## src/rtl/barrel_projection_addr_gen_if.sv

```systemverilog
// Bus bundle for the barrel-projection address generator: AXI-Stream pixel in/out
// plus the source-coordinate strobe toward the frame-memory reader.
interface barrel_projection_addr_gen_if;
    // A beat moves on a rising clock edge where tvalid && tready are both high;
    // a producer holds tdata/tuser stable while tvalid is high and tready is low.
    logic [15:0] AXIS_In_tdata;
    logic        AXIS_In_tvalid;
    logic        AXIS_In_tready;
    logic        AXIS_In_tuser;
    logic [15:0] AXIS_Out_tdata;
    logic        AXIS_Out_tvalid;
    logic        AXIS_Out_tready;
    logic        addr_vld;
    logic [11:0] xOut;
    logic [11:0] yOut;

    modport master (
        output AXIS_In_tdata, AXIS_In_tvalid, AXIS_In_tuser, AXIS_Out_tready,
        input  AXIS_In_tready, AXIS_Out_tdata, AXIS_Out_tvalid, addr_vld, xOut, yOut
    );

    modport slave (
        input  AXIS_In_tdata, AXIS_In_tvalid, AXIS_In_tuser, AXIS_Out_tready,
        output AXIS_In_tready, AXIS_Out_tdata, AXIS_Out_tvalid, addr_vld, xOut, yOut
    );
endinterface

```

## src/rtl/barrel_projection_addr_gen.sv

```systemverilog
// Raster-scan barrel (cylindrical) source-address generator with a 3-stage
// arithmetic pipeline, plus an independent registered pixel FIFO.
module barrel_projection_addr_gen #(
    parameter int WIDTH      = 1080,
    parameter int HEIGHT     = 960,
    parameter int KCOEF      = 4096,
    parameter int FIFO_DEPTH = 16
) (
    input  logic                          clk,
    input  logic                          reset,
    barrel_projection_addr_gen_if.slave   bus
);

    localparam int                 AW       = $clog2(FIFO_DEPTH);
    localparam logic [AW:0]        PTR_ONE  = 1;
    localparam logic [11:0]        X_MAX    = 12'(WIDTH);
    localparam logic [11:0]        Y_MAX    = 12'(HEIGHT);
    localparam logic signed [12:0] HALF_W   = 13'(WIDTH / 2);
    localparam logic signed [12:0] HALF_H   = 13'(HEIGHT / 2);
    localparam logic signed [30:0] HALF_H31 = 31'(HEIGHT / 2);
    localparam logic [15:0]        K16      = 16'(KCOEF);

    typedef enum logic {ST_IDLE = 1'b0, ST_RUN = 1'b1} state_t;

    // ---------------- pixel FIFO ----------------
    logic [15:0] r_mem [FIFO_DEPTH];
    logic [AW:0] r_wr_ptr;
    logic [AW:0] r_rd_ptr;
    logic        r_alive;
    logic        w_full;
    logic        w_empty;
    logic        w_push;
    logic        w_pop;

    // Extra pointer MSB distinguishes full from empty when the indices match.
    assign w_empty = (r_wr_ptr == r_rd_ptr);
    assign w_full  = (r_wr_ptr[AW] != r_rd_ptr[AW]) &&
                     (r_wr_ptr[AW-1:0] == r_rd_ptr[AW-1:0]);

    assign bus.AXIS_In_tready  = r_alive && !w_full;
    assign bus.AXIS_Out_tvalid = !w_empty;
    assign bus.AXIS_Out_tdata  = r_mem[r_rd_ptr[AW-1:0]];

    assign w_push = bus.AXIS_In_tvalid && bus.AXIS_In_tready;
    assign w_pop  = !w_empty && bus.AXIS_Out_tready;

    always_ff @(posedge clk or negedge reset) begin
        if (!reset) begin
            r_alive  <= 1'b0;
            r_wr_ptr <= '0;
            r_rd_ptr <= '0;
            for (int i = 0; i < FIFO_DEPTH; i++) r_mem[i] <= '0;
        end else begin
            r_alive <= 1'b1;
            if (w_push) begin
                r_mem[r_wr_ptr[AW-1:0]] <= bus.AXIS_In_tdata;
                r_wr_ptr                <= r_wr_ptr + PTR_ONE;
            end
            if (w_pop) r_rd_ptr <= r_rd_ptr + PTR_ONE;
        end
    end

    // ---------------- scan control ----------------
    state_t      r_state;
    logic [11:0] r_x;
    logic [11:0] r_y;

    always_ff @(posedge clk or negedge reset) begin
        if (!reset) begin
            r_state <= ST_IDLE;
            r_x     <= '0;
            r_y     <= '0;
        end else begin
            case (r_state)
                ST_IDLE: if (bus.AXIS_In_tvalid) r_state <= ST_RUN;
                default: r_state <= ST_RUN;
            endcase
            // Start-of-frame restarts the raster at the next issued position.
            if (w_push && bus.AXIS_In_tuser) begin
                r_x <= '0;
                r_y <= '0;
            end else if (r_state == ST_RUN) begin
                if (r_x == X_MAX) begin
                    r_x <= '0;
                    r_y <= (r_y == Y_MAX) ? 12'd0 : r_y + 12'd1;
                end else begin
                    r_x <= r_x + 12'd1;
                end
            end
        end
    end

    // ---------------- arithmetic pipeline ----------------
    logic                r_v1, r_v2, r_v3;
    logic [11:0]         r_x1, r_x2, r_x3;
    logic [11:0]         r_y3;
    logic signed [12:0]  r_dx1, r_dy1, r_dy2;
    logic [16:0]         r_f2;

    logic [12:0]         w_adx;
    logic [19:0]         w_sq;
    logic [35:0]         w_prod;
    logic [19:0]         w_t;
    logic [20:0]         w_fdiff;
    logic [16:0]         w_f;
    logic signed [30:0]  w_p;
    logic signed [30:0]  w_yo;

    assign w_adx   = r_dx1[12] ? $unsigned(-r_dx1) : $unsigned(r_dx1);
    assign w_sq    = {7'b0, w_adx} * {7'b0, w_adx};
    assign w_prod  = {16'b0, w_sq} * {20'b0, K16};
    assign w_t     = 20'(w_prod >> 16);
    // Negative 1.0 - t shows up as bit 20 of the difference; clamp to zero.
    assign w_fdiff = 21'd65536 - {1'b0, w_t};
    assign w_f     = w_fdiff[20] ? 17'd0 : 17'(w_fdiff);
    assign w_p     = r_dy2 * $signed({1'b0, r_f2});
    assign w_yo    = HALF_H31 + (w_p >>> 16);

    always_ff @(posedge clk or negedge reset) begin
        if (!reset) begin
            r_v1  <= 1'b0;
            r_v2  <= 1'b0;
            r_v3  <= 1'b0;
            r_x1  <= '0;
            r_x2  <= '0;
            r_x3  <= '0;
            r_y3  <= '0;
            r_dx1 <= '0;
            r_dy1 <= '0;
            r_dy2 <= '0;
            r_f2  <= '0;
        end else begin
            r_v1  <= (r_state == ST_RUN);
            r_x1  <= r_x;
            r_dx1 <= $signed({1'b0, r_x}) - HALF_W;
            r_dy1 <= $signed({1'b0, r_y}) - HALF_H;

            r_v2  <= r_v1;
            r_x2  <= r_x1;
            r_dy2 <= r_dy1;
            r_f2  <= w_f;

            r_v3  <= r_v2;
            r_x3  <= r_x2;
            r_y3  <= 12'(w_yo);
        end
    end

    assign bus.addr_vld = r_v3;
    assign bus.xOut     = r_x3;
    assign bus.yOut     = r_y3;

endmodule

```

## src/flat_wrapper.sv

```systemverilog
// flat-port wrapper written by rule: the top's interface ports become plain ports
module barrel_projection_addr_gen_flat 
#(
    parameter int WIDTH      = 1080,
    parameter int HEIGHT     = 960,
    parameter int KCOEF      = 4096,
    parameter int FIFO_DEPTH = 16
)
  (clk, reset, bus_AXIS_In_tdata, bus_AXIS_In_tvalid, bus_AXIS_In_tuser, bus_AXIS_Out_tready, bus_AXIS_In_tready, bus_AXIS_Out_tdata, bus_AXIS_Out_tvalid, bus_addr_vld, bus_xOut, bus_yOut);
  barrel_projection_addr_gen_if bus_i ();
  input  logic clk;
  input  logic reset;
  input wire logic [$bits(bus_i.AXIS_In_tdata)-1:0] bus_AXIS_In_tdata;
  input wire logic [$bits(bus_i.AXIS_In_tvalid)-1:0] bus_AXIS_In_tvalid;
  input wire logic [$bits(bus_i.AXIS_In_tuser)-1:0] bus_AXIS_In_tuser;
  input wire logic [$bits(bus_i.AXIS_Out_tready)-1:0] bus_AXIS_Out_tready;
  output wire logic [$bits(bus_i.AXIS_In_tready)-1:0] bus_AXIS_In_tready;
  output wire logic [$bits(bus_i.AXIS_Out_tdata)-1:0] bus_AXIS_Out_tdata;
  output wire logic [$bits(bus_i.AXIS_Out_tvalid)-1:0] bus_AXIS_Out_tvalid;
  output wire logic [$bits(bus_i.addr_vld)-1:0] bus_addr_vld;
  output wire logic [$bits(bus_i.xOut)-1:0] bus_xOut;
  output wire logic [$bits(bus_i.yOut)-1:0] bus_yOut;
  assign bus_i.AXIS_In_tdata = bus_AXIS_In_tdata;
  assign bus_i.AXIS_In_tvalid = bus_AXIS_In_tvalid;
  assign bus_i.AXIS_In_tuser = bus_AXIS_In_tuser;
  assign bus_i.AXIS_Out_tready = bus_AXIS_Out_tready;
  assign bus_AXIS_In_tready = bus_i.AXIS_In_tready;
  assign bus_AXIS_Out_tdata = bus_i.AXIS_Out_tdata;
  assign bus_AXIS_Out_tvalid = bus_i.AXIS_Out_tvalid;
  assign bus_addr_vld = bus_i.addr_vld;
  assign bus_xOut = bus_i.xOut;
  assign bus_yOut = bus_i.yOut;
  barrel_projection_addr_gen #(.WIDTH(WIDTH), .HEIGHT(HEIGHT), .KCOEF(KCOEF), .FIFO_DEPTH(FIFO_DEPTH)) u_core (.clk(clk), .reset(reset), .bus(bus_i));
endmodule
```

## config.mk

```make
export PLATFORM = sky130hd
export DESIGN_NAME = barrel_projection_addr_gen_flat
export DESIGN_NICKNAME = d
export VERILOG_FILES = /design/src/rtl/barrel_projection_addr_gen_if.sv /design/src/rtl/barrel_projection_addr_gen.sv /design/src/flat_wrapper.sv
export SDC_FILE = /design/constraint.sdc
export NUM_CORES = 1
export LEC_CHECK = 0
export ABC_CLOCK_PERIOD_IN_PS = 17700
export BUFFER_PORTS_ARGS = -buffer_cell sky130_fd_sc_hd__buf_2
export CELL_PAD_IN_SITES_DETAIL_PLACEMENT = 0
export CELL_PAD_IN_SITES_GLOBAL_PLACEMENT = 1
export CORE_MARGIN = 4
export CORE_UTILIZATION = 57
export DETAILED_ROUTE_END_ITERATION = 12
export PLACE_DENSITY = 0.95
export SLEW_MARGIN = 20
export SYNTH_ARGS = -nofsm -noshare
export SYNTH_HDL_FRONTEND = slang
export SYNTH_SLANG_ARGS = --single-unit
```

## constraint.sdc

```tcl
create_clock -name clk -period 17.7 [get_ports clk]
set_input_delay 2.655 -clock clk [delete_from_list [all_inputs] [get_ports clk]]
set_output_delay 2.655 -clock clk [all_outputs]
set_load 0.005 [all_outputs]
```

# Word-level counts from Yosys, hierarchy flattened
# Cells that the tools add are included.
[totals] word_cells=82 output_inout_bits=43 in_bits=21 ff_bits=399
[op_classes] n_eq_ne=5 bitwise_logic=2 n_mux=17 addsub=9 n_lt_le_gt_ge=3 n_reduce_logical=11 n_mul=2
[op_table] operator="$bwmux 256" count=1
[op_table] operator="$mux 12" count=7
[op_table] operator="$bmux 16 s4" count=1
[op_table] operator="$demux 16 s4" count=1
[op_table] operator="$mux 16" count=3
[op_table] operator="$mul 13x18->28" count=1
[op_table] operator="$add 12x1->12 const B" count=2
[op_table] operator="$mul 13x13->20" count=1
[op_table] operator="$sub 17x16->18 const A" count=1
[op_table] operator="$mux 17" count=1
[op_table] operator="$mux 13" count=1
[op_table] operator="$neg 13->13" count=1
[op_table] operator="$sub 12x10->13 const B" count=1
[op_table] operator="$sub 12x9->13 const B" count=1
[op_table] operator="$add 10x12->12 const A" count=1
[op_table] operator="$eq 12x10->1 const B" count=1
[op_table] operator="$eq 12x11->1 const B" count=1
[op_table] operator="$add 5x1->5 const B" count=2
[op_table] operator="$ge 5x5->1 const B" count=2
[op_table] operator="$not 4->5" count=2
[op_table] operator="$logic_and 1x1->1" count=6
[op_table] operator="$eq 5x5->1" count=1
[op_table] operator="$lt 5x1->1 const B" count=1
[op_table] operator="$eq 4x4->1" count=1
[op_table] operator="other kinds (5)" count=8

# Longest topological paths before layout
# Gate-level depths: netlist of run 1.
[logic_depth] word_depth=8 ltp_mapped=30 ltp_nobuf=27

# Worst setup path after synthesis of run 1
# OpenSTA, ideal clock, no wires.
[synth_timing] path_kind="flip-flop to flip-flop" start="register u_core.r_x1[0] (netlist name)" end="register u_core.r_f2[16]" required_ps=17633 setup_ps=67 path_buffers=2 period_less_slack_ps=6919 setup_slack_ps=10781 stages_incl_launch_ff=28 arrival_time_ps=6851 cell_sequence="dfrtp_1 clkbuf_1 inv_1 ha_1 nand2_1 or4_1 o41ai_1 xnor2_1 nand2_1 fa_1 fa_1 inv_1 fa_1 fa_1 inv_1 fa_1 inv_1 ha_1 clkbuf_1 o21a_1 o21ai_0 a21oi_1 o21ai_0 a21oi_1 xnor2_1 o211ai_1 nor4_1 and3_1"
[synth_lines] element="end signal, assigned" line_no="barrel_projection_addr_gen.sv:141" source="r_f2 <= w_f;"
[synth_lines] element="end, declared" line_no="barrel_projection_addr_gen.sv:98" source="logic [16:0] r_f2;"

==> impl_metrics.csv, run 1 <==
group,metric,value,unit
clock_tree,cts_resized,0,
floorplanning,dieHeight,227.8,microns
routing,vias,17160,
logic_synthesis,synthMuxAreaShare,17.17,%
critical_path,crit_type,"register to register",
critical_path,slowest_stage,"fa_1",
grt,antenna_found_initial,3,
routing,avgRoutedWirePerCell,18.98,microns
critical_path,r2r_cells,24,
clock_tree,clk_path_buf_depth,3,
floorplanning,dieWidth,227.8,microns
logic_synthesis,avgSynthCellArea,11.74,sq um
placed_design,place.gp.congestion,0.8772,
clock_tree,numCtsBuffers,42,
grt,first_global_vias,18730,
critical_path,cp_top_family,"adder cells",
sta,period_needed,7627,ps
logic_synthesis,yosys-top-cells-area,"dfrtp_1 (36%), fa_1 (18%), mux2_2 (11%)",
logic_synthesis,synthXorXnorAreaFrac,3.175,%
worst_hold_path,min_from,"u_core.r_x1[8]$_DFF_PN0_",
placed_design,dpl.hpwl,40.39,mm
logic_synthesis,ys_types,74,
critical_path,crit_fanout,12,
sta,final_max_slew_viol_count,0,
flow_run,drv_cap,0,
sta,setup_tns,0,ps
logic_synthesis,yosys_most_used_dff,"dfrtp_1",
critical_path,r2r_end,"u_core.r_f2[16]$_DFF_PN0_",
critical_path,start_kind,"register",
grt,grt_pass1_wl,96.30,mm
clock_tree,clkLatencyLatePin,580,ps
logic_synthesis,yosysWarnings,0,
layout,drive_gt1_share,21.70,%
layout,layout_commonest_cell,"dfrtp_1",
layout,fin_nets,2794,
layout,layout-area-overhead-vs-synth,8.304,%
critical_path,path_buf_inv,4,
sta,grt_setup_unrepaired,"false",
clock_tree,htreeDepth,2,
critical_path,cp_common_cell,"fa_1",
routing,drtPass1Iterations,5,
routing,route.detailed.drc,0,
layout,final_util,62.48,%
sta,skew,14.71,ps
logic_synthesis,synthSimpleGateAreaFrac,8.699,%
floorplanning,start_util,57.69,%
sta,hold_viol,0,
critical_path,endpoint,"u_core.r_f2[16]$_DFF_PN0_",
logic_synthesis,ys_seq_elements,397,
clock_tree,cts_hold_buffers,0,
logic_synthesis,ys_seq_area_share,36.07,%
logic_synthesis,synth_area,27540,sq um
placed_design,pre_cts_ws,10150,ps
routing,viasPerCell,5.677,
clock_tree,cts_root_buffer,"clkbuf_16",
critical_path,arrival,8130,ps
critical_path,crit_start,"u_core.r_x1[0]$_DFF_PN0_",
sta,finalWorstSetupSlack,10070,ps
layout,final_cell_mix,"dfrtp_1 (395), inv_1 (376), mux2_2 (259), fa_1 (254), nand2_1 (235)",
logic_synthesis,synth_top_family_by_area,"adder cells",
logic_synthesis,netlist_instances,2347,
grt,grt_max_degree,202,
critical_path,crit_path_end_kind,"register",
logic_synthesis,synth_edf_count,0,
sta,period_share,43.09,%
placed_design,placedInstanceArea,28440,sq um
grt,overflow,0,
sta,setup_violations,0,
sta,fmax,131.1,MHz
clock_tree,cts_tree,"built",
placed_design,io_buffers,63,
worst_hold_path,min_path_type,"register to register",
critical_path,cp.depth,24,
sta,relSlewSlack,23.90,%
floorplanning,core-area,47750,sq um
logic_synthesis,synth-adder-area-share,24.96,%
layout,finalInstanceArea,29830,sq um
critical_path,regToRegSetupSlack,10070,ps
sta,worst_slew_pin_slew,1141,ps
clock_tree,path_clk_slew,60,ps
critical_path,r2r-start,"u_core.r_x1[0]$_DFF_PN0_",
routing,wirelength,57.39,mm
outcome,outcome,"complete, no violations",
floorplanning,rows,80,
logic_synthesis,yosys.area.top_type,"dfrtp_1",
layout,fillerInstances,3630,
logic_synthesis,async_reset_ff_share,100.0,%
critical_path,cpPeakStageDelay,590,ps
routing,antenna_left,0,
floorplanning,die_area,51900,sq um
logic_synthesis,synth-compound-area-share,3.216,%
routing,initialDrtViolationCount,1010,
clock_tree,cts.sinks,397,
floorplanning,ios,64,
critical_path,critPathRequiredTime,18210,ps
grt,track_usage,22.76,%
clock_tree,cts_setup_buffers,0,
critical_path,crit_chain,"inv_1, ha_1, nand2_1, or4_1, o21ai_0, xnor2_1, nand2_1, fa_1, fa_1, inv_1, fa_1, fa_1, inv_1, fa_1, inv_1, ha_1, nor2_1, nor2_1, and2_1, a41oi_1, xor2_1, nand4bb_1, nor4_1, and3_1",
logic_synthesis,synth_top_area_share,36.07,%
-- how the worst min path moves through the flow --
| stage | endpoint | slack [ps] | cells past startpoint |
|---|---|---|---|
| final | u_core.r_x2[8]$_DFF_PN0_ | 340 | 0 |
| after global routing | u_core.r_dy2[4]$_DFF_PN0_ | 350 | 0 |
| after CTS | u_core.r_dy2[12]$_DFF_PN0_ | 350 | 0 |
| after detailed placement | u_core.r_dy2[10]$_DFF_PN0_ | 330 | 0 |
| after global placement | u_core.r_dy2[7]$_DFF_PN0_ | 330 | 0 |
| after floorplan | u_core.bus.addr_vld$_DFF_PN0_ | 330 | 0 |
-- cell families after synthesis --
family / after synthesis
simple gates: 494
buf+inv: 483
fa+ha+maj: 397
flops: 397
mux: 340
compound gates: 135
xor+xnor: 99
other cells: 2
-- through the flow --
step / hold WS (ps) / cells
3_5_place_dp: 334.7 / 2946
3_3_place_gp: 331.7 / 2946
5_1_grt: 352.1 / 3021
2_1_floorplan: 331.2 / 2351
4_1_cts: 346.7 / 3020
6_report: 344.9 / 3023
-- routing by layer --
layer / up-vias / global-route usage [%] / wire length (microns) / part of all wire [%]
met5: - / 0 / 13 / 0.023
met4: 2 / 6.565 / 1434 / 2.5
met3: 108 / 4.291 / 3268 / 5.7
met2: 444 / 39.81 / 29680 / 52
met1: 8965 / 29.31 / 22990 / 40
li1: 7643 / - / - / -
-- sequential cells by signal, indices dropped and copies added (netlist names) --
name,cells
u_core.r_x2,12
u_core.r_alive,1
u_core.r_y,12
u_core.r_dy1,13
u_core.r_dx1,11
u_core.bus.addr_vld,1
u_core.r_f2,17
u_core.r_state,1
u_core.r_v1,1
u_core.r_rd_ptr,5
u_core.r_x1,12
u_core.r_v2,1
u_core.bus.yOut,12
u_core.r_mem,256
u_core.r_wr_ptr,5
u_core.r_x,12
u_core.bus.xOut,12
u_core.r_dy2,13
-- synthesized netlist by cell type (2+ instances only) --
master    instances
clkbuf_1         75
or4_1             3
nor3_2            4
buf_2            20
a31o_2            2
and4_1            2
o31ai_1           5
o41ai_1           5
nor3b_1           5
mux4_2           80
a21o_1            3
o21ai_1           3
nor2_1           67
nand3_1          11
xor2_1           46
and3_1           15
o21bai_1          3
a41oi_1           3
mux2_2          259
nand2_1         235
xnor2_1          52
nor4b_1           5
o21ai_0          43
a21oi_1          33
a21oi_2           2
nor4_1            2
nor2b_1          10
and2_1           79
nand4_1          11
nor3_1           14
nand2b_1         17
a211oi_1          3
buf_1            11
conb_1            2
ha_1            143
inv_1           376
a21boi_0          3
dfrtp_1         397
o21a_1           10
fa_1            254
-- cell type report --
class | count | area, sq um | area share, %
Multi-Input combinational cell | 1471 | 15800 | 52.97
Sequential cell | 397 | 9940 | 33.32
Inverter | 376 | 1411 | 4.731
Clock buffer | 59 | 1165 | 3.905
Tap cell | 615 | 769.5 | 2.580
Timing Repair Buffer | 88 | 549.3 | 1.841
Clock inverter | 15 | 188.9 | 0.6334
Antenna cell | 2 | 5.005 | 0.01678
Power of run 1 is not shown: default switching activity piles up to over one toggle a cycle in this logic, so the estimate is an artifact.
==> inputs of run 2 (changes only) <==
Settings changed: ABC_CLOCK_PERIOD_IN_PS 17700 to 6900, CORE_UTILIZATION 57 to 48, PLACE_DENSITY 0.95 to 0.86.
Clock period 17.7 ns to 6.9 ns, I/O delays scaled along.
==> impl_metrics.csv, run 2 (synthesis gave the netlist of run 1 again) <==
group,metric,value,unit
outcome,outcome,"complete, no violations",
floorplanning,core-area,56600,sq um
floorplanning,dieHeight,247.5,microns
sta,fmax,149.7,MHz
routing,viasPerCell,5.395,
critical_path,critPathRequiredTime,7400,ps
sta,period_needed,6678,ps
routing,vias,17400,
clock_tree,cts.sinks,397,
clock_tree,clk_path_buf_depth,3,
critical_path,start_kind,"register",
grt,overflow,0,
layout,largest_reg_flops,256,
placed_design,place.gp.congestion,0.8608,
placed_design,dp.cells,3134,
sta,period_share,96.79,%
layout,layout-area-overhead-vs-synth,12.17,%
floorplanning,dieWidth,247.5,microns
layout,layout_commonest_cell,"dfrtp_1",
clock_tree,cts_root_buffer,"clkbuf_16",
clock_tree,numCtsBuffers,43,
grt,grt_use_met3,3.274,%
layout,multiInputGateArea,16130,sq um
floorplanning,ios,64,
clock_tree,htreeDepth,2,
grt,gr-max-usage-layer,"met2",
critical_path,crit_path_end_kind,"register",
sta,relSlewSlack,36.66,%
routing,avgRoutedWirePerCell,17.98,microns
layout,seq_area,9950,sq um
floorplanning,die_area,61280,sq um
clock_tree,path_clk_slew,60,ps
placed_design,io_buffers,63,
clock_tree,clkLatencyLatePin,580,ps
sta,skew,24.12,ps
sta,worst_slew_pin_slew,950.0,ps
layout,drive_gt1_share,25.69,%
grt,use_met1,25.15,%
floorplanning,rows,87,
layout,top_regs,"u_core.r_mem x256, u_core.r_f2 x17",
routing,drtPass1Iterations,5,
routing,route.detailed.drc,0,
grt,track_usage,19.41,%
grt,antenna_found_initial,1,
flow_run,drv_cap,0,
grt,first_global_vias,18850,
sta,final_max_slew_viol_count,0,
sta,setup_violations,0,
placed_design,dpl.hpwl,41.45,mm
critical_path,crit_fanout,9,
grt,grt_max_degree,159,
routing,initialDrtViolationCount,981,
layout,fin_cells,3225,
critical_path,arrival,7180,ps
critical_path,crit_type,"register to register",
worst_hold_path,min_path_type,"register to register",
floorplanning,start_util,48.66,%
sta,hold-worst-slack,344.7,ps
layout,regMostFlops,"u_core.r_mem",
routing,wirelength,57.99,mm
clock_tree,cts_tree,"built",
grt,gr-usage-met2,33.76,%
layout,fillerInstances,4734,
sta,hold_viol,0,
routing,antenna_left,0,
layout,final_cell_mix,"dfrtp_1 (389), inv_1 (375), mux2_2 (259), fa_1 (254), nand2_1 (233)",
layout,fin_nets,2855,
grt,grt_pass1_wl,96.33,mm
## run 2: cell types whose count changed in the layout (fill, tap and decap cells not counted), moves of 4 or more
cell       delta
nor2_1        -5
ha_1          -4
clkbuf_1      -4
dfrtp_2       +5
buf_4        +62
o21ai_0       -5
dfrtp_1       -6
a21oi_2       +4
nor2_2        +5
bufinv_16     +4
a21oi_1       -4
xnor2_1       -4
## run 2: per-layer routing
metal	routed length, microns	part of all wire (%)
met5	0	0
met2	30030	52
met3	2564	4.4
met4	1552	2.7
met1	23840	41
## run 2: timing repair
| item | in CTS | in global routing |
|---|---|---|
| gates resized for setup | 17 | 42 |
| pin swaps | 3 | 15 |
| setup buffers | 0 | 14 |
| hold buffers | 0 | 0 |
| endpoints found under the setup margin | 6 | 9 |
| endpoints found under the hold margin | 0 | 0 |
## run 2: layout make-up
cell class	instances	area share (%)
Multi-Input combinational cell	1471	52.21
Sequential cell	397	32.20
Inverter	376	4.568
Clock buffer	55	3.758
Timing Repair Buffer	148	3.159
Tap cell	756	3.062
Clock inverter	21	1.033
Antenna cell	1	0.008100
## run 2: worst paths after layout
path / from / endpoint / slack [ps] / depth (start not counted)
min in group asynchronous: reset / u_core.r_mem[140]$_DFFE_PN0P_ / 460 / 1
setup reg to reg: u_core.r_x1[0]$_DFF_PN0_ / u_core.r_f2[16]$_DFF_PN0_ / 220 / 24
hold / removal: u_core.r_dy1[8]$_DFF_PN0_ / u_core.r_dy2[8]$_DFF_PN0_ / 340 / 0
max in group asynchronous: reset / u_core.bus.xOut[8]$_DFF_PN0_ / 4970 / 2
setup / recovery: u_core.r_x1[0]$_DFF_PN0_ / u_core.r_f2[16]$_DFF_PN0_ / 220 / 24
hold reg to reg: u_core.r_dy1[8]$_DFF_PN0_ / u_core.r_dy2[8]$_DFF_PN0_ / 340 / 0
## run 2: worst max-delay path, stage by stage, from the launching register on
cell and delay [ps]:
dfrtp_1 390, or4_4 560, o21ai_0 310, xnor2_2 250, nand2_1 170, inv_1 70, fa_1 490, inv_1 60
fa_1 530, inv_1 50, fa_1 490, inv_1 50, fa_1 460, fa_1 540, inv_1 40, ha_1 340
nor3_1 170, nor2_1 70, and2_2 240, a41oi_2 260, xor2_2 240, nand4bb_4 150, buf_4 180, nor4_4 280
and3_1 200
## run 2: metrics by stage
stage | util (%) | TNS [ps] | worst slack (ps) | cell area, sq um
detailed placement | 51.21 | -410.8 | -114.5 | 28990
global route | 54.58 | -251.1 | -85.46 | 30890
floorplan | - | 0 | 15.09 | 27570
finish | 54.58 | 0 | 221.6 | 30890
CTS | 53.98 | -19.82 | -10.17 | 30550
global placement | 51.21 | -0.9122 | -0.9122 | 28990
Power of run 2 is left out for the same reason.
==> inputs of run 3 (changes only) <==
Settings changed: SETUP_SLACK_MARGIN set to 0.5.
==> impl_metrics.csv, run 3 (synthesis gave the netlist of run 1 again) <==
group,metric,value,unit
grt,first_global_vias,19060,
grt,track_usage,20.10,%
sta,final_max_slew_viol_count,0,
grt,grt_pass1_wl,98.84,mm
layout,regMostFlops,"u_core.r_mem",
clock_tree,numCtsBuffers,42,
critical_path,regToRegSetupSlack,260,ps
routing,wl_met2,31.40,mm
routing,drt-met1-wl,24.43,mm
sta,grt_setup_unrepaired,"true",
routing,vias,17480,
clock_tree,path_clk_slew,60,ps
clock_tree,cts_root_buffer,"clkbuf_16",
flow_run,drv_cap,0,
layout,finalInstanceArea,31780,sq um
placed_design,io_buffers,63,
layout,drive_gt1_share,30.21,%
critical_path,critPathRequiredTime,7400,ps
grt,grt_max_degree,200,
layout,fin_nets,2892,
floorplanning,core-area,56600,sq um
clock_tree,cts_tree,"built",
routing,avgRoutedWirePerCell,18.48,microns
routing,antenna_left,0,
routing,initialDrtViolationCount,862,
layout,largest_reg_flops,256,
grt,overflow,0,
sta,period_share,96.27,%
layout,layout-area-overhead-vs-synth,15.39,%
floorplanning,dieHeight,247.5,microns
routing,routed.top_layer,"met4",
layout,top_regs,"u_core.r_mem x256, u_core.r_f2 x17",
placed_design,placedInstanceArea,29020,sq um
critical_path,crit_path_end_kind,"register",
critical_path,path_buf_inv,6,
sta,setup_violations,0,
floorplanning,die_area,61280,sq um
critical_path,cpPeakStageDelay,570,ps
sta,fmax,150.5,MHz
critical_path,arrival,7140,ps
layout,layout_commonest_cell,"dfrtp_1",
routing,wirelength,60.31,mm
critical_path,slowest_stage,"or4_4",
placed_design,place.gp.congestion,0.8401,
sta,worst_slew_pin_slew,1041,ps
clock_tree,cts.sinks,397,
critical_path,cp_common_cell,"fa_1",
critical_path,crit_fanout,4,
placed_design,dpl.hpwl,41.93,mm
sta,skew,14.25,ps
floorplanning,dieWidth,247.5,microns
clock_tree,htreeDepth,2,
floorplanning,rows,87,
layout,final_util,56.15,%
layout,final_cell_mix,"dfrtp_1 (379), inv_1 (361), mux2_2 (259), fa_1 (251), nand2_1 (220)",
placed_design,dp.cells,3121,
sta,relSlewSlack,30.62,%
critical_path,cp_top_family,"adder cells",
critical_path,crit_type,"register to register",
critical_path,start_kind,"register",
sta,hold_viol,0,
routing,route.detailed.drc,0,
sta,period_needed,6643,ps
routing,drtPass1Iterations,6,
outcome,outcome,"complete, no violations",
routing,viasPerCell,5.354,
clock_tree,clk_path_buf_depth,3,
floorplanning,start_util,48.66,%
clock_tree,clkLatencyLatePin,580,ps
routing,wl_met3,2.669,mm
layout,fin_cells,3264,
floorplanning,ios,64,
grt,antenna_found_initial,2,
sta,hold-worst-slack,323.3,ps
worst_hold_path,min_path_type,"input port to asynchronous set/reset pin",
-- run 3: final cells by class --
| cell class | instances | area, sq um |
|---|---|---|
| multi-input combinational | 1471 | 16650 |
| clock inverter | 23 | 285.3 |
| fill | 4608 | 24820 |
| clock buffer | 53 | 1162 |
| inverter | 376 | 1419 |
| sequential | 397 | 9960 |
| tap | 756 | 945.9 |
| antenna | 2 | 5.005 |
| timing repair buffer | 186 | 1353 |
-- run 3: layer usage --
| layer | up-vias | track usage (%) |
|---|---|---|
| met5 | - | 0 |
| met4 | 0 | 6.139 |
| met3 | 112 | 3.306 |
| met2 | 379 | 35.15 |
| met1 | 9136 | 25.86 |
| li1 | 7850 | - |
-- run 3: path summary, 6_finish.rpt --
| path | from | cells after the start | to |
|---|---|---|---|
| worst min register to register | u_core.r_x1[10]$_DFF_PN0_ | 0 | u_core.r_x2[10]$_DFF_PN0_ |
| worst max register to register | u_core.r_x1[0]$_DFF_PN0_ | 25 | u_core.r_f2[14]$_DFF_PN0_ |
| worst max-delay path | u_core.r_x1[0]$_DFF_PN0_ | 25 | u_core.r_f2[14]$_DFF_PN0_ |
| worst min-delay path | reset | 1 | u_core.r_mem[58]$_DFFE_PN0P_ |
| min in group clk | u_core.r_x1[10]$_DFF_PN0_ | 0 | u_core.r_x2[10]$_DFF_PN0_ |
| max in group asynchronous | reset | 3 | u_core.r_f2[2]$_DFF_PN0_ |
-- run 3: through the flow --
step           setup WS [ps]  TNS [ps]
2_1_floorplan          508.5         0
3_3_place_gp           154.3         0
3_5_place_dp          -59.10    -130.5
4_1_cts                395.9         0
5_1_grt                42.21         0
6_report               257.1         0
-- run 3: repair_timing --
item / in CTS / in global routing
buffers inserted: 44 / 19
hold endpoints to repair: 0 / 0
endpoints found under the setup margin: 10 / 11
gates resized for setup: 99 / 49
pin swaps: 57 / 48
hold buffers: 0 / 0
Power of run 3 is left out for the same reason.
